===== config.mk =====
export PLATFORM = sky130hd
export DESIGN_NAME = ufp_mul_pipe_flat
export DESIGN_NICKNAME = d
export VERILOG_FILES = /design/src/rtl/ufp_pkg.sv /design/src/rtl/ufp_mul_pipe_if.sv /design/src/rtl/ufp_pipe_stage.sv /design/src/rtl/ufp_mul_pipe.sv /design/src/flat_wrapper.sv
export SDC_FILE = /design/constraint.sdc
export NUM_CORES = 2
export LEC_CHECK = 0
export CORE_UTILIZATION = 30
export DETAILED_ROUTE_END_ITERATION = 6
export GPL_TIMING_DRIVEN = 0
export HOLD_SLACK_MARGIN = 0.05
export SLEW_MARGIN = 10
export SYNTH_ARGS = -nofsm -noshare
export SYNTH_HDL_FRONTEND = slang
export SYNTH_SLANG_ARGS = --single-unit

===== constraint.sdc =====
create_clock -name clk -period 14.4 [get_ports clk]
set_input_delay 2.88 -clock clk [delete_from_list [all_inputs] [get_ports clk]]
set_output_delay 2.88 -clock clk [all_outputs]
set_load 0.005 [all_outputs]

===== src/rtl/ufp_pkg.sv =====
// Shared unsigned fixed-point definitions for the ufp_* arithmetic blocks.
// Word is UQ(IW).(QW); products carry the full double-width result.
package ufp_pkg;

   localparam int unsigned IW = 16;
   localparam int unsigned QW = 16;
   localparam int unsigned W  = IW + QW;
   localparam int unsigned PW = 2 * W;

   typedef logic [W-1:0]  ufp_word_t;
   typedef logic [PW-1:0] ufp_prod_t;

   localparam ufp_word_t UFP_MAX = '1;

   // One pipeline payload: full product plus the overflow mode it was issued with.
   typedef struct packed {
      ufp_prod_t prod;
      logic      sat;
   } ufp_beat_t;

   // Any set bit above the result window means the value cannot be represented.
   function automatic logic ufp_overflow(ufp_prod_t prod);
      return |prod[PW-1 -: IW];
   endfunction

endpackage


===== src/rtl/ufp_mul_pipe_if.sv =====
// Operand/result stream bundle for ufp_mul_pipe: input beat handshake and result handshake.
interface ufp_mul_pipe_if;
   import ufp_pkg::*;

   logic      in_valid;
   logic      in_ready;
   ufp_word_t x;
   ufp_word_t y;
   logic      sat;
   logic      out_valid;
   logic      out_ready;
   ufp_word_t out;
   logic      clipping;

   modport master (
      output in_valid, x, y, sat, out_ready,
      input  in_ready, out_valid, out, clipping
   );

   modport slave (
      input  in_valid, x, y, sat, out_ready,
      output in_ready, out_valid, out, clipping
   );

endinterface


===== src/rtl/ufp_pipe_stage.sv =====
// One register slice of the multiplier pipeline: valid bit plus {product, sat} payload,
// loaded only when the global advance enable is high.
module ufp_pipe_stage
   import ufp_pkg::*;
(
   input  logic      clk,
   input  logic      rst,
   input  logic      en,
   input  logic      in_vld,
   input  ufp_beat_t in_data,
   output logic      out_vld,
   output ufp_beat_t out_data
);

   logic      vld_q;
   ufp_beat_t data_q;

   // Payload is cleared too so the result port reads zero straight after reset.
   always_ff @(posedge clk) begin
      if (rst) begin
         vld_q  <= 1'b0;
         data_q <= '0;
      end else if (en) begin
         vld_q  <= in_vld;
         data_q <= in_data;
      end
   end

   assign out_vld  = vld_q;
   assign out_data = data_q;

endmodule


===== src/rtl/ufp_mul_pipe.sv =====
// Pipelined UQ(IW).(QW) multiplier with valid/ready handshake and per-beat wrap/saturate.
// Define UFP_MUL_PIPE_ROUND_EN for round-half-up instead of truncation (same latency).
module ufp_mul_pipe
   import ufp_pkg::*;
#(
   parameter int unsigned STAGES = 2
) (
   input logic            clk,
   input logic            rst,
   ufp_mul_pipe_if.slave  bus
);

   logic      adv;
   logic      vld  [STAGES+1];
   ufp_beat_t beat [STAGES+1];

   // Single global stall: everything shifts together, bubbles included.
   assign adv          = !vld[STAGES] || bus.out_ready;
   assign bus.in_ready = adv;

   assign vld[0] = bus.in_valid;

   always_comb begin
      beat[0]      = '0;
      beat[0].prod = ufp_prod_t'(bus.x) * ufp_prod_t'(bus.y);
      beat[0].sat  = bus.sat;
   end

   for (genvar i = 0; i < STAGES; i++) begin : g_stage
      ufp_pipe_stage u_stage (
         .clk      (clk),
         .rst      (rst),
         .en       (adv),
         .in_vld   (vld[i]),
         .in_data  (beat[i]),
         .out_vld  (vld[i+1]),
         .out_data (beat[i+1])
      );
   end

   ufp_prod_t   prod;
   logic        sat_last;
   logic [W:0]  res_ext;
   logic        ovf;
   logic        unused_lsb;

   assign prod       = beat[STAGES].prod;
   assign sat_last   = beat[STAGES].sat;
   assign unused_lsb = ^prod[QW-1:0];

   // Overflow detect and saturate select act on the last stage's registered product.
   always_comb begin
      res_ext = {1'b0, prod[QW +: W]};
`ifdef UFP_MUL_PIPE_ROUND_EN
      res_ext = {1'b0, prod[QW +: W]} + {{W{1'b0}}, prod[QW-1]};
`endif
      ovf = ufp_overflow(prod) | res_ext[W];
   end

   always_comb begin
      bus.out_valid = vld[STAGES];
      bus.clipping  = ovf;
      bus.out       = (ovf && sat_last) ? UFP_MAX : res_ext[W-1:0];
   end

endmodule


===== src/flat_wrapper.sv =====
// flat-port wrapper written by rule: the top's interface ports become plain ports
module ufp_mul_pipe_flat import ufp_pkg::*;
#(
   parameter int unsigned STAGES = 2
)
  (clk, rst, bus_in_valid, bus_x, bus_y, bus_sat, bus_out_ready, bus_in_ready, bus_out_valid, bus_out, bus_clipping);
  ufp_mul_pipe_if bus_i ();
  input logic clk;
  input logic rst;
  input wire logic [$bits(bus_i.in_valid)-1:0] bus_in_valid;
  input wire logic [$bits(bus_i.x)-1:0] bus_x;
  input wire logic [$bits(bus_i.y)-1:0] bus_y;
  input wire logic [$bits(bus_i.sat)-1:0] bus_sat;
  input wire logic [$bits(bus_i.out_ready)-1:0] bus_out_ready;
  output wire logic [$bits(bus_i.in_ready)-1:0] bus_in_ready;
  output wire logic [$bits(bus_i.out_valid)-1:0] bus_out_valid;
  output wire logic [$bits(bus_i.out)-1:0] bus_out;
  output wire logic [$bits(bus_i.clipping)-1:0] bus_clipping;
  assign bus_i.in_valid = bus_in_valid;
  assign bus_i.x = bus_x;
  assign bus_i.y = bus_y;
  assign bus_i.sat = bus_sat;
  assign bus_i.out_ready = bus_out_ready;
  assign bus_in_ready = bus_i.in_ready;
  assign bus_out_valid = bus_i.out_valid;
  assign bus_out = bus_i.out;
  assign bus_clipping = bus_i.clipping;
  ufp_mul_pipe #(.STAGES(STAGES)) u_core (.clk(clk), .rst(rst), .bus(bus_i));
endmodule

==> report_table.html <==
<table>
<tr><th>Metric</th><th>Value</th></tr>
<tr><th colspan="2">Drt</th></tr>
<tr><td>Met1 wire length</td><td>52700 um</td></tr>
<tr><td>Number of detailed-routing iterations run before antenna repair</td><td>5</td></tr>
<tr><td>Met3 layer wire length in the routed design</td><td>15800 um</td></tr>
<tr><td>Number of routed nets with antenna violations</td><td>0</td></tr>
<tr><td>DR WL met2</td><td>58400 um</td></tr>
<tr><td>Drt total wl</td><td>134000 um</td></tr>
<tr><td>Number of remaining DRC errors</td><td>0</td></tr>
<tr><td>Vias</td><td>29103</td></tr>
<tr><td>Routed via count divided by cell count</td><td>4.98</td></tr>
<tr><td>Drt first-iter violations</td><td>2588</td></tr>
<tr><td>Highest Signal Layer</td><td>met5</td></tr>
<tr><td>Final routed wire length divided by cell count</td><td>23.0 um</td></tr>
<tr><th colspan="2">CTS</th></tr>
<tr><td>Clk slew on worst S/H paths</td><td>0.07 ns</td></tr>
<tr><td>PostCTS Resize Cnt</td><td>0</td></tr>
<tr><td># Post-CTS Setup Buffers</td><td>0</td></tr>
<tr><td>Clk Latency, worst-skew pair</td><td>0.35 ns</td></tr>
<tr><td>CTS Hold Bufs</td><td>0</td></tr>
<tr><td>Clock root buffer</td><td>sky130_fd_sc_hd__clkbuf_16</td></tr>
<tr><td>Cts bufs inserted</td><td>9</td></tr>
<tr><td>Max clock buf depth</td><td>2</td></tr>
<tr><td>CTS tree</td><td>yes</td></tr>
<tr><td>Sinks on Clock Net</td><td>100</td></tr>
<tr><td>CTS H-tree lvls</td><td>3</td></tr>
<tr><th colspan="2">Placed design</th></tr>
<tr><td>HPWL Detailed</td><td>115000 um</td></tr>
<tr><td>Number of cells in the design after placement</td><td>5820</td></tr>
<tr><td>I/O Buffers</td><td>103</td></tr>
<tr><td>Routability congestion estimate</td><td>0.987</td></tr>
<tr><th colspan="2">Global routing</th></tr>
<tr><td>Number of antenna violations at the first check in global routing</td><td>17</td></tr>
<tr><td>First-pass GRT wire length</td><td>199000 um</td></tr>
<tr><td>Global route overflow</td><td>0</td></tr>
<tr><td>Total track usage</td><td>0.221</td></tr>
<tr><td>Pin count of the biggest net entering global routing</td><td>19</td></tr>
<tr><td>Number of global-route vias before repair</td><td>30586</td></tr>
<tr><th colspan="2">Floorplan</th></tr>
<tr><td>Initial core utilization</td><td>0.304</td></tr>
<tr><td>Core box area</td><td>121000 um2</td></tr>
<tr><td>Boundary pin count</td><td>104</td></tr>
<tr><td>Area of the die</td><td>124000 um2</td></tr>
<tr><td>Horiz. Die Dim</td><td>352 um</td></tr>
<tr><td>Die span in y</td><td>352 um</td></tr>
<tr><td>Number of core rows</td><td>127</td></tr>
<tr><th colspan="2">Yosys</th></tr>
<tr><td>Distinct cell type count after synthesis</td><td>63</td></tr>
<tr><td>Synthesized flop and latch total</td><td>100</td></tr>
<tr><td>Cell area after synthesis</td><td>36700 um2</td></tr>
<tr><td>Number of nets in the synthesized netlist</td><td>5329</td></tr>
<tr><td>Post-synth top area cell</td><td>sky130_fd_sc_hd__fa_1</td></tr>
<tr><td>Synth warnings</td><td>0</td></tr>
<tr><td>Share of the yosys chip area belonging to registers</td><td>0.0546</td></tr>
<tr><td>Share of flip-flops with an asynchronous set or reset</td><td>0</td></tr>
<tr><td>Post-synth top flop</td><td>sky130_fd_sc_hd__dfxtp_1</td></tr>
<tr><td>Area share of the leading cell type in the synthesized netlist</td><td>0.489</td></tr>
<tr><td>Leading cell types by total area after synthesis</td><td>sky130_fd_sc_hd__fa_1 (49%), sky130_fd_sc_hd__and2_1 (10%), sky130_fd_sc_hd__ha_1 (8.9%)</td></tr>
<tr><td>Avg Inst Size Synth</td><td>8.93 um2</td></tr>
<tr><td>Post-synth EDFFs</td><td>0</td></tr>
<tr><td>Cell count after synthesis</td><td>4105</td></tr>
<tr><th colspan="2">Critical path</th></tr>
<tr><td>Crit path kind</td><td>primary input to flip-flop</td></tr>
<tr><td>Most frequent cell on the critical path</td><td>sky130_fd_sc_hd__fa_1</td></tr>
<tr><td>Setup crit start kind</td><td>primary input</td></tr>
<tr><td>Critical path buffers and inverters</td><td>6</td></tr>
<tr><td>Crit path DAT</td><td>12.14 ns</td></tr>
<tr><td>Crit end category</td><td>flip-flop</td></tr>
<tr><td>Cell class contributing the biggest share of worst-path delay</td><td>adder cells</td></tr>
<tr><td>Cell type of the slowest stage on the worst timing path</td><td>sky130_fd_sc_hd__clkbuf_1</td></tr>
<tr><td>Biggest fanout along the worst timing path</td><td>11</td></tr>
<tr><td>Required time of the critical path</td><td>14.63 ns</td></tr>
<tr><td>Crit-path max cell delay</td><td>0.98 ns</td></tr>
<tr><th colspan="2">Timing</th></tr>
<tr><td>Unrepaired setup endpoints after global routing</td><td>no</td></tr>
<tr><td>TNS Setup</td><td>0 ns</td></tr>
<tr><td>Clock period minus worst slack</td><td>11.91 ns</td></tr>
<tr><td>Setup clock skew after layout</td><td>0.00567 ns</td></tr>
<tr><td>Number of failing hold endpoints at the final stage</td><td>0</td></tr>
<tr><td>Worst Max-Slew Pin Slew</td><td>1.30 ns</td></tr>
<tr><td>Part of the cycle the worst path needs</td><td>0.827</td></tr>
<tr><td>Fmax</td><td>0.0840 GHz</td></tr>
<tr><td>Fin Hold WS</td><td>0.449 ns</td></tr>
<tr><td>Worst-case headroom to the max-slew limit</td><td>0.136</td></tr>
<tr><td>Number of setup violations in the final report</td><td>0</td></tr>
<tr><td>Number of max-slew violations in the final report</td><td>0</td></tr>
<tr><th colspan="2">Cells and area</th></tr>
<tr><td>Area growth from synthesis to layout</td><td>9.11%</td></tr>
<tr><td>Most common library cell in the layout ignoring fill and taps</td><td>sky130_fd_sc_hd__fa_1</td></tr>
<tr><td>Post-layout nets</td><td>5443</td></tr>
<tr><td>Share of cells above drive strength 1</td><td>0.0180</td></tr>
<tr><td>Post-Layout Cell Count</td><td>5839</td></tr>
<tr><td>Leading cell types in the layout, fill and taps excluded</td><td>sky130_fd_sc_hd__fa_1 (895), sky130_fd_sc_hd__inv_1 (860), sky130_fd_sc_hd__nand2_1 (632)</td></tr>
<tr><th colspan="2">Job</th></tr>
<tr><td>Total of max-cap violations</td><td>0</td></tr>
<tr><th colspan="2">Min path</th></tr>
<tr><td>Type of the tightest min-delay check</td><td>flip-flop to flip-flop</td></tr>
<tr><th colspan="2">Outcome</th></tr>
<tr><td>Result of the run</td><td>completed</td></tr>
</table>
## cell usage after synthesis, types with 9 or more instances
library cell               instances
sky130_fd_sc_hd__clkbuf_1        227
sky130_fd_sc_hd__xor2_1           15
sky130_fd_sc_hd__dfxtp_1         100
sky130_fd_sc_hd__o21ai_0          23
sky130_fd_sc_hd__xnor2_1          29
sky130_fd_sc_hd__and2_1          598
sky130_fd_sc_hd__a31oi_1          12
sky130_fd_sc_hd__buf_2             9
sky130_fd_sc_hd__a211oi_1         12
sky130_fd_sc_hd__inv_1           860
sky130_fd_sc_hd__nand3_1          17
sky130_fd_sc_hd__nand4_1          23
sky130_fd_sc_hd__nand2_1         632
sky130_fd_sc_hd__o21ai_1          21
sky130_fd_sc_hd__buf_1             9
sky130_fd_sc_hd__nor2_1           40
sky130_fd_sc_hd__a21oi_1         142
sky130_fd_sc_hd__or2_2            33
sky130_fd_sc_hd__ha_1            260
sky130_fd_sc_hd__a21o_1           38
sky130_fd_sc_hd__fa_1            895
## area by class of cell
class | instances | area (um2)
clock inverters | 7 | 58.8
clock buffers | 9 | 225
repair buffers | 103 | 1030
inverters | 861 | 3230
diodes | 3 | 7.51
well taps | 1612 | 2020
flip-flops and latches | 100 | 2000
multi-input cells | 2895 | 30500
plain buffers | 249 | 961
fillers | 12707 | 80600
## metal layers
layer  up-vias  global-route usage
met5         -                   0
met4        10              0.0965
met3       300              0.0628
met2      1475               0.337
met1     15058               0.292
li1      12260                   -
## state kept, by name (all words and copies together), names as in the netlist
| signal | flops |
|---|---|
| u_core.g_stage.u_stage.out_data | 98 |
| u_core.g_stage.u_stage.out_vld | 2 |
## final timing paths
path	from	to	slack [ns]	cells after the start
max	bus_y[27]	u_core.g_stage[0].u_stage.out_data[63]	2.49	26
min	u_core.g_stage[1].u_stage.out_data[31]	u_core.g_stage[1].u_stage.out_data[31]	0.45	2
max reg2reg	u_core.g_stage[1].u_stage.out_vld	u_core.g_stage[0].u_stage.out_data[18]	12.04	6
min reg2reg	u_core.g_stage[1].u_stage.out_data[31]	u_core.g_stage[1].u_stage.out_data[31]	0.45	2
## stage by stage
step | setup WS [ns] | area [um2] | util
floorplan | 4.57 | 36700 | -
global placement | 2.31 | 39700 | 0.329
detailed placement | 2.37 | 39700 | 0.329
CTS | 2.70 | 40000 | 0.332
global route | 2.28 | 40000 | 0.332
finish | 2.49 | 40000 | 0.332
## worst reg2reg max path, stage by stage, from the launching register on
cell                       delay, ns
sky130_fd_sc_hd__dfxtp_1        0.33
sky130_fd_sc_hd__nor2b_1        0.42
sky130_fd_sc_hd__clkinv_1       0.45
sky130_fd_sc_hd__clkbuf_1       0.41
sky130_fd_sc_hd__clkbuf_1       0.34
sky130_fd_sc_hd__nand2_1        0.20
sky130_fd_sc_hd__a21oi_1        0.08
## logic make-up after synthesis
logic type      synth area share
flops                     0.0546
simple gates               0.191
fa+ha+maj                  0.577
xor+xnor                  0.0105
mux                     0.000819
compound gates            0.0509
buf+inv                    0.114
Power is not shown: default switching activity piles up to over one toggle a cycle in this logic, so the estimate is an artifact.
